===== config.mk =====
export PLATFORM = sky130hd
export DESIGN_NAME = mul_issue_ctrl
export DESIGN_NICKNAME = d
export VERILOG_FILES = /design/src/rtl/mul_issue_ctrl.sv
export SDC_FILE = /design/constraint.sdc
export NUM_CORES = 1
export LEC_CHECK = 0
export ABC_CLOCK_PERIOD_IN_PS = 1700
export CORE_ASPECT_RATIO = 0.75
export CORE_UTILIZATION = 43
export CTS_BUF_LIST = sky130_fd_sc_hd__clkbuf_16
export DETAILED_ROUTE_END_ITERATION = 7
export PLACE_DENSITY_LB_ADDON = 0.3
export SKIP_LAST_GASP = 1
export SYNTH_ARGS = -nofsm -noshare
export SYNTH_HDL_FRONTEND = slang
export SYNTH_SLANG_ARGS = --single-unit

===== constraint.sdc =====
create_clock -name clk -period 1.7 [get_ports clk]
set_clock_uncertainty 0.05 [all_clocks]
set_input_delay 0.34 -clock clk [delete_from_list [all_inputs] [get_ports clk]]
set_output_delay 0.34 -clock clk [all_outputs]
set_load 0.05 [all_outputs]

===== src/rtl/mul_issue_ctrl.sv =====
// mul_issue_ctrl: issue/collect sequencer for the external pipelined
// 32x32->64 unsigned multiplier IP. Feeds the IP with operand magnitudes,
// waits its fixed latency, applies the sign fix for MULH.W and holds the
// selected 32-bit result until the consumer takes it.
module mul_issue_ctrl #(
  parameter int unsigned MUL_LATENCY = 3
) (
  input  logic        clk,
  input  logic        resetn,
  input  logic        in_valid,
  output logic        in_ready,
  input  logic [1:0]  in_op,
  input  logic [31:0] in_src1,
  input  logic [31:0] in_src2,
  input  logic        flush,
  output logic        out_valid,
  input  logic        out_ready,
  output logic [31:0] out_result,
  output logic        busy,
  output logic [31:0] mul_a,
  output logic [31:0] mul_b,
  input  logic [63:0] mul_p
);

  localparam int unsigned CNT_W = $clog2(MUL_LATENCY + 1);

  typedef enum logic [1:0] {
    S_IDLE,
    S_BUSY,
    S_DONE
  } state_t;

  state_t           state;
  logic [CNT_W-1:0] cnt;
  logic [1:0]       op_q;
  logic             neg_q;

  logic             is_mulh_s;
  logic [31:0]      mag1;
  logic [31:0]      mag2;
  logic [63:0]      prod_fix;
  logic [31:0]      prod_sel;

  // Operand conditioning (magnitudes for signed-high op) and product fix-up
  always_comb begin
    is_mulh_s = (in_op == 2'b01);
    mag1      = in_src1;
    mag2      = in_src2;
    if (is_mulh_s && in_src1[31]) mag1 = ~in_src1 + 32'd1;
    if (is_mulh_s && in_src2[31]) mag2 = ~in_src2 + 32'd1;
    prod_fix  = neg_q ? (~mul_p + 64'd1) : mul_p;
    prod_sel  = ((op_q == 2'b01) || (op_q == 2'b10)) ? prod_fix[63:32]
                                                     : prod_fix[31:0];
  end

  assign in_ready = (state == S_IDLE);
  assign busy     = (state != S_IDLE);

  // Issue/wait/hold sequencer; flush overrides every state
  always_ff @(posedge clk or negedge resetn) begin
    if (!resetn) begin
      state      <= S_IDLE;
      cnt        <= '0;
      op_q       <= '0;
      neg_q      <= 1'b0;
      mul_a      <= '0;
      mul_b      <= '0;
      out_result <= '0;
      out_valid  <= 1'b0;
    end else if (flush) begin
      state     <= S_IDLE;
      cnt       <= '0;
      out_valid <= 1'b0;
    end else begin
      case (state)
        S_IDLE: begin
          if (in_valid) begin
            mul_a <= mag1;
            mul_b <= mag2;
            op_q  <= in_op;
            neg_q <= is_mulh_s & (in_src1[31] ^ in_src2[31]);
            cnt   <= '0;
            state <= S_BUSY;
          end
        end
        S_BUSY: begin
          if (cnt == CNT_W'(MUL_LATENCY)) begin
            out_result <= prod_sel;
            out_valid  <= 1'b1;
            state      <= S_DONE;
          end else begin
            cnt <= cnt + 1'b1;
          end
        end
        S_DONE: begin
          if (out_ready) begin
            out_valid <= 1'b0;
            state     <= S_IDLE;
          end
        end
        default: begin
          state     <= S_IDLE;
          out_valid <= 1'b0;
        end
      endcase
    end
  end

endmodule


==> results of run 1 <==
[routing by layer]
metal  vias up  track usage
li1       4386            -
met1      5100        0.517
met2      1030        0.620
met3       319        0.113
met4         0        0.158
met5         -            0
[flip-flops by register name, indices dropped and copies added (netlist names)]
name,flops
neg_q,1
mul_b,32
op_q,2
state,2
cnt,2
mul_a,32
out_result,32
out_valid,1
[worst max-delay path by stage]
stage                     end  cells past startpoint
3_3_place_gp   out_result[29]                      8
6_report       out_result[27]                      9
3_5_place_dp    out_result[9]                      8
4_1_cts        out_result[15]                      8
2_1_floorplan  out_result[28]                      7
5_1_grt        out_result[27]                      9
[layout make-up]
type                            count  area [sq um]  share of cell area
Sequential cell                   104          2610               0.179
Clock inverter                      7          65.1             0.00447
Tap cell                          210           263              0.0180
Clock buffer                        9           225              0.0155
Inverter                           14          65.1             0.00447
Multi-Input combinational cell    715          5770               0.396
Timing Repair Buffer              602          5560               0.382
Antenna cell                        3          7.51            0.000516
[worst max-delay path: cells and delay by family]
family | cells | cell delay (ns)
AO/OA/AOI/OAI | 2 | 0.47
AND/OR/NAND/NOR | 4 | 1.43
buffers and inverters | 3 | 0.47
[metrics by stage]
step           setup TNS, ns   util  area, sq um  worst slack (ns)
6_report              -24.09  0.901        14600            -0.750
5_1_grt               -27.31  0.901        14600            -0.795
4_1_cts               -20.73  0.837        13500            -0.737
3_5_place_dp          -82.00  0.762        12300             -1.45
3_3_place_gp          -78.85  0.762        12300             -1.42
2_1_floorplan         -27.05      -         7860            -0.985
[placed cells by master (no fill, tap or decap), types with 16 or more instances in the layout]
cell type / instances
o21ai_1: 56
nor3_1: 17
o21ai_0: 30
buf_2: 16
buf_6: 57
xor2_1: 45
nand2_1: 98
dlygate4sd2_1: 31
dfrtp_1: 102
clkdlybuf4s50_1: 36
nor2_1: 53
o21ai_2: 27
nand3_1: 18
buf_4: 376
buf_12: 29
xnor2_1: 47
a21oi_1: 23
clkbuf_16: 20
[repair_timing]
action                                  CTS  global route
endpoints found under the hold margin    11             0
endpoints found under the setup margin   97            95
setup buffers                            46            31
gates cloned                              3            18
pin swaps                               109           128
gates resized for setup                 340           210
hold buffers                              1             0
[kinds of logic after synthesis]
| family | count (synthesis) | synth area share |
|---|---|---|
| buffers and inverters | 69 | 0.0366 |
| adders and majority gates | 4 | 0.00697 |
| DFF | 104 | 0.362 |
| AOI/OAI and AO/OA | 251 | 0.217 |
| muxes | 11 | 0.0159 |
| xor gates and xnor gates | 95 | 0.116 |
| and+or+nand+nor | 352 | 0.245 |
[power by group]
part | switching (mW) | total [mW] | internal (mW)
clock | 1.19 | 2.22 | 1.03
combinational | 2.95 | 4.83 | 1.88
sequential | 0.294 | 3.10 | 2.80
==> out/metrics.yaml, run 1 <==
run_status:
  status: "finished, violations left"
  violations: "design-rule violations, negative setup slack"
die:
  rows: 40
  die_area_sq_um: 17200
  core_sq_um: 16200
  die_h_um: 114
  die_width_um: 151
  ios: 234
  start_util: 0.444
timing:
  finalCriticalPeriod_ns: 2.45
  slew_headroom: 0.612
  rsz0062_at_grt: "yes"
  finalHoldViolCount: 0
  max_freq_ghz: 0.408
  setup_viol: 85
  finalCritPeriodShare: 1.44
  tightest_slew_ns: 0.577
  whs_ns: 0.254
  timing.final.ws_setup_ns: -0.750
  drv_slew: 0
placed_design:
  place_congestion: 0.994
  dp_cells: 1556
  port_buffers: 233
  dp_hpwl_um: 23400
setup_path:
  r2r_cells: 7
  r2r-start: "op_q[1]"
  crit_path_end_kind: "flip-flop"
  rrSetupSlack_ns: -0.46
  r2r_end: "out_result[28]"
  crit_chain: "buf_6, or4_4, or4_4, buf_6, nor3_4, buf_4, nor2_1, o21ai_0, a32o_1"
  criticalPathCategory: "in -> reg"
  worst-path-max-fanout: 10
  worstPathArrival_ns: 2.71
  slowest_stage: "or4_4"
  slowest_delay_ns: 0.60
  required_ns: 1.96
  critPathLaunch: "mul_p[3]"
  startpoint_type: "input pin"
synth:
  synth_edf_count: 0
  synth_area_leader_cell: "dfrtp_1"
  ys_dominant_reg_cell: "dfrtp_1"
  ys_warn_count: 0
  synth.avg_cell_area_sq_um: 8.10
  syn_inst: 886
  synth.most_common_cell: "nand2_1"
  synth_area_leaders: "dfrtp_1, o21ai_0, nand2_1"
  yosys.area.top_type_share: 0.362
  synth_common_cells: "nand2_1, o21ai_0, dfrtp_1"
  ys_types: 65
  synth_seq_cells: 104
  syn_nets: 1025
  synth_area_sq_um: 7180
  async_flop_share: 1.00
  seq_area_frac_synth: 0.362
global_route:
  grt_pass1_wl_um: 52300
  globalRoute.totalOverflow: 0
  grt_antenna_before_repair: 3
  grt_pass1_vias: 9880
  grt_use_total: 0.398
  grt_max_degree: 44
cells_and_area:
  finalNonFillerCells: 1664
  fin_nets: 1585
  fillers: 656
  drive_gt1_frac: 0.509
  syn2layout_area_growth_pct: 103
run:
  max_cap_viol_count: 0
routing:
  totalWireLength_um: 42900
  drc_errors: 3
  wl_per_cell_um: 25.8
  highest_layer: "met4"
  ant_nets: 0
  vias: 10800
  drt-vias-per-instance: 6.51
  drt-initial-drc-count: 1531
  route.met2.wl_um: 19100
  drt_pass1_iterations: 8
  met3_length_um: 5650
  met1_length_um: 15100
hold_path:
  hold_path.class: "in -> reg"
  hold_depth: 4
  worstHoldStart: "in_op[0]"
  min_to: "op_q[0]"
pwr:
  p_leak_nw: 6.45
  p_per_area_nw_per_um2: 697
  power_mw: 10.1
  ir_drop_v: 0.000635
clocking:
  clk_pin_slew_worst_paths_ns: 0.08
  clock_latency_ns: 0.37
  htreeDepth: 3
  cts_buffer_depth: 2
  ctsRootBufferMaster: "clkbuf_16"
  cts_tree: "done"
  cts.sinks: 104
  cts-buffers-inserted: 9
Power figures use the tool's default switching activity.
==> run 2, diff against run 1 <==
--- a/config.mk
+++ b/config.mk
@@ -6,8 +6,11 @@
 export NUM_CORES = 1
 export LEC_CHECK = 0
 export ABC_CLOCK_PERIOD_IN_PS = 1700
+export CELL_PAD_IN_SITES_DETAIL_PLACEMENT = 0
+export CELL_PAD_IN_SITES_GLOBAL_PLACEMENT = 1
 export CORE_ASPECT_RATIO = 0.75
-export CORE_UTILIZATION = 43
+export CORE_MARGIN = 5
+export CORE_UTILIZATION = 31
 export CTS_BUF_LIST = sky130_fd_sc_hd__clkbuf_16
 export DETAILED_ROUTE_END_ITERATION = 7
 export PLACE_DENSITY_LB_ADDON = 0.3
==> run 2 against run 1 <==
Compared with the run above: critical path type unchanged; largest cell class unchanged; first-iteration DRC count shrank 56%; critical path depth shrank 2; sequential power shrank 2%; combinational power shrank 7.9%; setup slack gained 0.041 ns; final area shrank 3.2%; the run ends with negative setup slack left.
==> out/metrics.yaml, run 2 (synthesized netlist as in run 1, its figures left out) <==
run_status:
  status: "finished, violations left"
  violations: "negative setup slack"
cells_and_area:
  drive_gt1_frac: 0.474  # -0.0347
  final_common_cell: "buf_4"
  final_cell_mix: "buf_4, nand2_1, dfrtp_1, o21ai_0, nor2_1"
  syn2layout_area_growth_pct: 96.4
  fin_nets: 1552  # -2.1%
  reg_top3: "mul_a (32), mul_b (32), out_result (32)"
routing:
  vias: 9033  # -17%
  ant_nets: 0  # unchanged
  drt-initial-drc-count: 676  # -56%
  wl_per_cell_um: 19.2  # -26%
  drt-vias-per-instance: 5.25  # -19%
  drt_pass1_iterations: 5  # -3
  drc_errors: 0  # -3
  totalWireLength_um: 33000  # -23%
timing:
  finalCriticalPeriod_ns: 2.41  # -0.0412 ns
  finalHoldViolCount: 0  # unchanged
  finalCritPeriodShare: 1.42  # -0.0242
  tightest_slew_ns: 0.452  # -0.125 ns
  slew_headroom: 0.695  # +0.0828
  timing.final.ws_setup_ns: -0.709  # +0.0412 ns
  setup_viol: 71  # -16%
  whs_ns: 0.195  # -0.0592 ns
  rsz0062_at_grt: "yes"
  drv_slew: 0  # unchanged
  fin_tns_setup_ns: -19.70  # +4.38 ns
  max_freq_ghz: 0.415  # +1.7%
setup_path:
  r2r_cells: 7  # unchanged
  critPathMostFrequentCell: "or4_4"
  slowest_delay_ns: 0.57  # -0.03 ns
  worst-path-max-fanout: 3  # -7
  startpoint_type: "input pin"
  criticalPathCategory: "in -> reg"
  crit_chain: "buf_6, or4_4, or4_4, or2_4, or4_1, mux2i_2, o221ai_2"
  required_ns: 1.88  # -0.08 ns
  worstPathArrival_ns: 2.59  # -0.12 ns
  slowest_stage: "or4_4"
  crit_path_end_kind: "flip-flop"
die:
  die_h_um: 142  # +24%
  core_sq_um: 22900  # +42%
  rows: 48  # +20%
  die_width_um: 186  # +23%
  die_area_sq_um: 26300  # +53%
  start_util: 0.314  # -0.130
  ios: 234  # unchanged
placed_design:
  port_buffers: 233  # unchanged
  dp_hpwl_um: 24500  # +4.8%
  place_congestion: 0.941  # -5.3%
  dp_slack_ns: -1.42  # +0.0362 ns
clocking:
  clk_pin_slew_worst_paths_ns: 0.08  # about the same
  clock_latency_ns: 0.35  # -0.02 ns
  cts_tree: "done"
  cts_buffer_depth: 2  # unchanged
  cts.sinks: 104  # unchanged
  htreeDepth: 3  # unchanged
  ctsRootBufferMaster: "clkbuf_16"
  cts-buffers-inserted: 9  # unchanged
global_route:
  grt_use_total: 0.243  # -0.155
  grt_pass1_wl_um: 50400  # -3.7%
  globalRoute.totalOverflow: 0  # unchanged
  grt_use_met3: 0.0682  # -0.0450
  grt_antenna_before_repair: 3  # unchanged
  top_usage_layer: "met2"
  grt_max_degree: 35  # -20%
  grt_use_met1: 0.346  # -0.172
  grt_pass1_vias: 8987  # -9.0%
  met2_usage: 0.369  # -0.251
pwr:
  p_per_area_nw_per_um2: 680  # -2.4%
  p_leak_nw: 6.25  # -3.2%
  ir_drop_v: 0.000500  # -21%
run:
  max_cap_viol_count: 0  # unchanged
hold_path:
  hold_depth: 3  # -1
  hold_path.class: "in -> reg"
run 2: power breakdown:
group,total (mW),switching [mW],leakage (nW),internal [mW]
sequential,3.03,0.225,1.32,2.80
clock,2.11,1.09,0.135,1.02
combinational,4.45,2.66,4.79,1.79
total,9.59,3.98,6.25,5.61
run 2: what timing repair did:
action                     CTS  global route
setup endpoints to repair   88            95
gates cloned                 5             3
hold endpoints to repair    20             0
pin swaps                  106            94
setup buffers               37            20
resized for setup          302           140
hold buffers                 1             0
run 2: worst paths after layout:
check	slack [ns]	end	startpoint
worst max-delay path	-0.71	out_result[28]	mul_p[3]
worst min register to register	0.43	mul_a[14]	mul_a[14]
max in group asynchronous	0.61	mul_a[20]	resetn
min in group asynchronous	0.41	mul_b[0]	resetn
worst max register to register	-0.23	out_result[12]	cnt[1]
worst min-delay path	0.19	out_result[0]	mul_p[0]
run 2: worst max-delay path, delay by kind of cell:
family	cells	cell delay, ns
compound gates	1	0.11
buf+inv	1	0.09
mux	1	0.21
simple gates	4	1.84
run 2: layer usage:
metal  vias to the layer above  wire (um)  share of wire
met3                        34       2710          0.082
met4                         2        469          0.014
met2                       310      14700           0.45
li1                       4322          -              -
met1                      4365      15100           0.46
met5                         -         11        0.00033
run 2: area by class of cell:
cell class	instances	area (sq um)
sequential	104	2600
antenna	2	5.00
tap	300	375
clock buffer	9	225
fill	1974	8780
timing repair buffer	570	5200
multi-input combinational	714	5570
inverter	14	60.1
clock inverter	7	56.3
run 2: stage by stage:
stage               std cells  utilization  cell area, sq um  power, mW
floorplan                 886            -              7860       5.21
global placement         1644        0.544             12500       7.22
detailed placement       1644        0.544             12500       7.26
CTS                      1699        0.595             13600       9.52
global route             1720        0.616             14100       10.0
finish                   1720        0.616             14100       9.59
==> run 3, diff against run 2 <==
--- a/config.mk
+++ b/config.mk
@@ -5,15 +5,16 @@
 export SDC_FILE = /design/constraint.sdc
 export NUM_CORES = 1
 export LEC_CHECK = 0
-export ABC_CLOCK_PERIOD_IN_PS = 1700
+export ABC_CLOCK_PERIOD_IN_PS = 2400
 export CELL_PAD_IN_SITES_DETAIL_PLACEMENT = 0
 export CELL_PAD_IN_SITES_GLOBAL_PLACEMENT = 1
 export CORE_ASPECT_RATIO = 0.75
 export CORE_MARGIN = 5
-export CORE_UTILIZATION = 31
+export CORE_UTILIZATION = 34
 export CTS_BUF_LIST = sky130_fd_sc_hd__clkbuf_16
 export DETAILED_ROUTE_END_ITERATION = 7
-export PLACE_DENSITY_LB_ADDON = 0.3
+export PLACE_DENSITY = 0.9
+export SETUP_SLACK_MARGIN = 0.5
 export SKIP_LAST_GASP = 1
 export SYNTH_ARGS = -nofsm -noshare
 export SYNTH_HDL_FRONTEND = slang
==> constraint.sdc (replaced) <==
create_clock -name clk -period 2.4 [get_ports clk]
set_clock_uncertainty 0.05 [all_clocks]
set_input_delay 0.48 -clock clk [delete_from_list [all_inputs] [get_ports clk]]
set_output_delay 0.48 -clock clk [all_outputs]
set_load 0.05 [all_outputs]
==> run 3 against run 2 <==
Compared with the run above: the run still ends with negative setup slack left; sequential share of layout area rose by 1.2 points; die area shrank 8.3%; critical path depth unchanged; total power decreased by 31%; register-to-register slack better by 0.56 ns; combinational power fell by 36%; sequential power fell by 30%; flip-flop and latch count did not move; critical path type unchanged; highest routed layer unchanged.
==> out/metrics.yaml, run 3 (synthesized netlist as in run 1, its figures left out) <==
run_status:
  status: "finished, violations left"
  violations: "negative setup slack"
pwr:
  power_mw: 6.62  # -31%
  p_per_area_nw_per_um2: 500  # -26%
  ir_drop_v: 0.000465  # -7.0%
  p_leak_nw: 5.85  # -6.3%
timing:
  rsz0062_at_grt: "yes"
  slew_headroom: 0.555  # -0.140
  finalCritPeriodShare: 1.06
  setup_viol: 13  # -82%
  finalHoldViolCount: 0  # unchanged
  tightest_slew_ns: 0.668  # +0.216 ns
  max_freq_ghz: 0.394
  timing.final.ws_setup_ns: -0.138  # +0.571 ns
  fin_tns_setup_ns: -0.744  # +18.96 ns
  finalCriticalPeriod_ns: 2.54
  drv_slew: 0  # unchanged
  whs_ns: 0.408  # +0.213 ns
routing:
  drt-vias-per-instance: 5.59  # +6.5%
  drt-initial-drc-count: 1005  # +49%
  wl_per_cell_um: 20.1  # +4.5%
  ant_nets: 0  # unchanged
  vias: 9209  # +1.9%
  drt_pass1_iterations: 6  # +1
  totalWireLength_um: 33000  # about the same
  drc_errors: 0  # unchanged
cells_and_area:
  syn2layout_area_growth_pct: 84.2
  multi_input_area_sq_um: 5490  # -1.6%
  utilization: 0.631  # +0.0152
  fin_area_sq_um: 13200  # -6.2%
  final_common_cell: "buf_4"
  reg_top3: "mul_a (32), mul_b (32), out_result (32)"
  fillers: 1740  # -12%
  fin_nets: 1491  # -3.9%
  drive_gt1_frac: 0.363  # -0.111
  final-seq-area_sq_um: 2610  # about the same
  finalNonFillerCells: 1646  # -4.3%
  final_cell_mix: "buf_4, dlygate4sd2_1, nand2_1, dfrtp_1, o21ai_0"
clocking:
  cts.sinks: 104  # unchanged
  cts-buffers-inserted: 9  # unchanged
  htreeDepth: 3  # unchanged
  ctsRootBufferMaster: "clkbuf_16"
  cts_buffer_depth: 2  # unchanged
  clk_pin_slew_worst_paths_ns: 0.08  # about the same
  cts_tree: "done"
  clock_latency_ns: 0.36  # about the same
die:
  core_sq_um: 21000  # -8.4%
  die_width_um: 178  # -4.3%
  die_area_sq_um: 24200  # -8.3%
  rows: 46  # -4.2%
  die_h_um: 136  # -4.2%
  ios: 234  # unchanged
  start_util: 0.343  # +0.0289
placed_design:
  port_buffers: 233  # unchanged
  place_congestion: 1.01  # +7.6%
  dp_hpwl_um: 23800  # -2.9%
  dp_cells: 1576  # -4.1%
  dp_slack_ns: -0.927  # +0.491 ns
  placed_cell_area_sq_um: 11900  # -4.3%
setup_path:
  path_buf_inv: 1  # unchanged
  slowest_stage: "or4_4"
  worst-path-max-fanout: 3  # unchanged
  startpoint_type: "input pin"
  crit_path_end_kind: "flip-flop"
  slowest_delay_ns: 0.58  # about the same
  worstPathArrival_ns: 2.72  # +0.13 ns
  crit_family: "simple AND/OR/NAND/NOR gates"
  required_ns: 2.59  # +0.71 ns
  crit_chain: "buf_6, or4_4, or4_4, or2_4, or4_1, mux2i_1, o221ai_2"
  critPathMostFrequentCell: "or4_4"
  criticalPathCategory: "in -> reg"
global_route:
  grt_max_degree: 51  # +46%
  grt_pass1_vias: 9028  # +0.46%
  grt_pass1_wl_um: 48900  # -2.9%
  globalRoute.totalOverflow: 0  # unchanged
  grt_antenna_before_repair: 3  # unchanged
  grt_use_total: 0.258  # +0.0147
hold_path:
  hold_path.class: "in -> reg"
run:
  max_cap_viol_count: 0  # unchanged
## run 3: tightest hold or removal path, cell delays in order
cell     delay (ns)
buf_6          0.09
buf_4          0.09
a22oi_1        0.06
o21ai_1        0.07
## run 3: report_power, final
part	switching [mW]	total (mW)	internal, mW
Clock	0.807	1.65	0.848
Combinational	1.85	2.84	0.986
Sequential	0.140	2.12	1.98
Total	2.80	6.62	3.82
## run 3: cell type report
class | instances | area share
well taps | 288 | 0.0272
multi-input cells | 714 | 0.415
repair buffers | 509 | 0.332
flip-flops and latches | 104 | 0.197
clock inverters | 7 | 0.00719
inverters | 14 | 0.00454
diodes | 1 | 0.000189
clock buffers | 9 | 0.0170
## run 3: path summary, 6_finish.rpt
path,from,end,slack [ns],cells after the start
setup / recovery,mul_p[3],out_result[28],-0.14,7
hold / removal,mul_p[0],out_result[0],0.41,4
setup reg to reg,op_q[1],out_result[26],0.33,7
hold reg to reg,mul_b[5],mul_b[5],0.43,2
max in group asynchronous,resetn,mul_b[12],1.10,3
min in group asynchronous,resetn,out_result[22],0.54,2
## run 3: routing by layer
metal	vias up	wire (um)	global-route usage
met4	4	998	0.0816
met5	-	24	0
li1	4188	-	-
met2	544	14700	0.405
met1	4374	13600	0.335
met3	99	3690	0.0904
## run 3: what timing repair did
item	CTS	global route
resized for setup	401	103
hold buffers	1	0
endpoints found under the setup margin	173	93
gates cloned	0	2
pin swaps	94	57
setup buffers	30	20
hold endpoints to repair	10	0
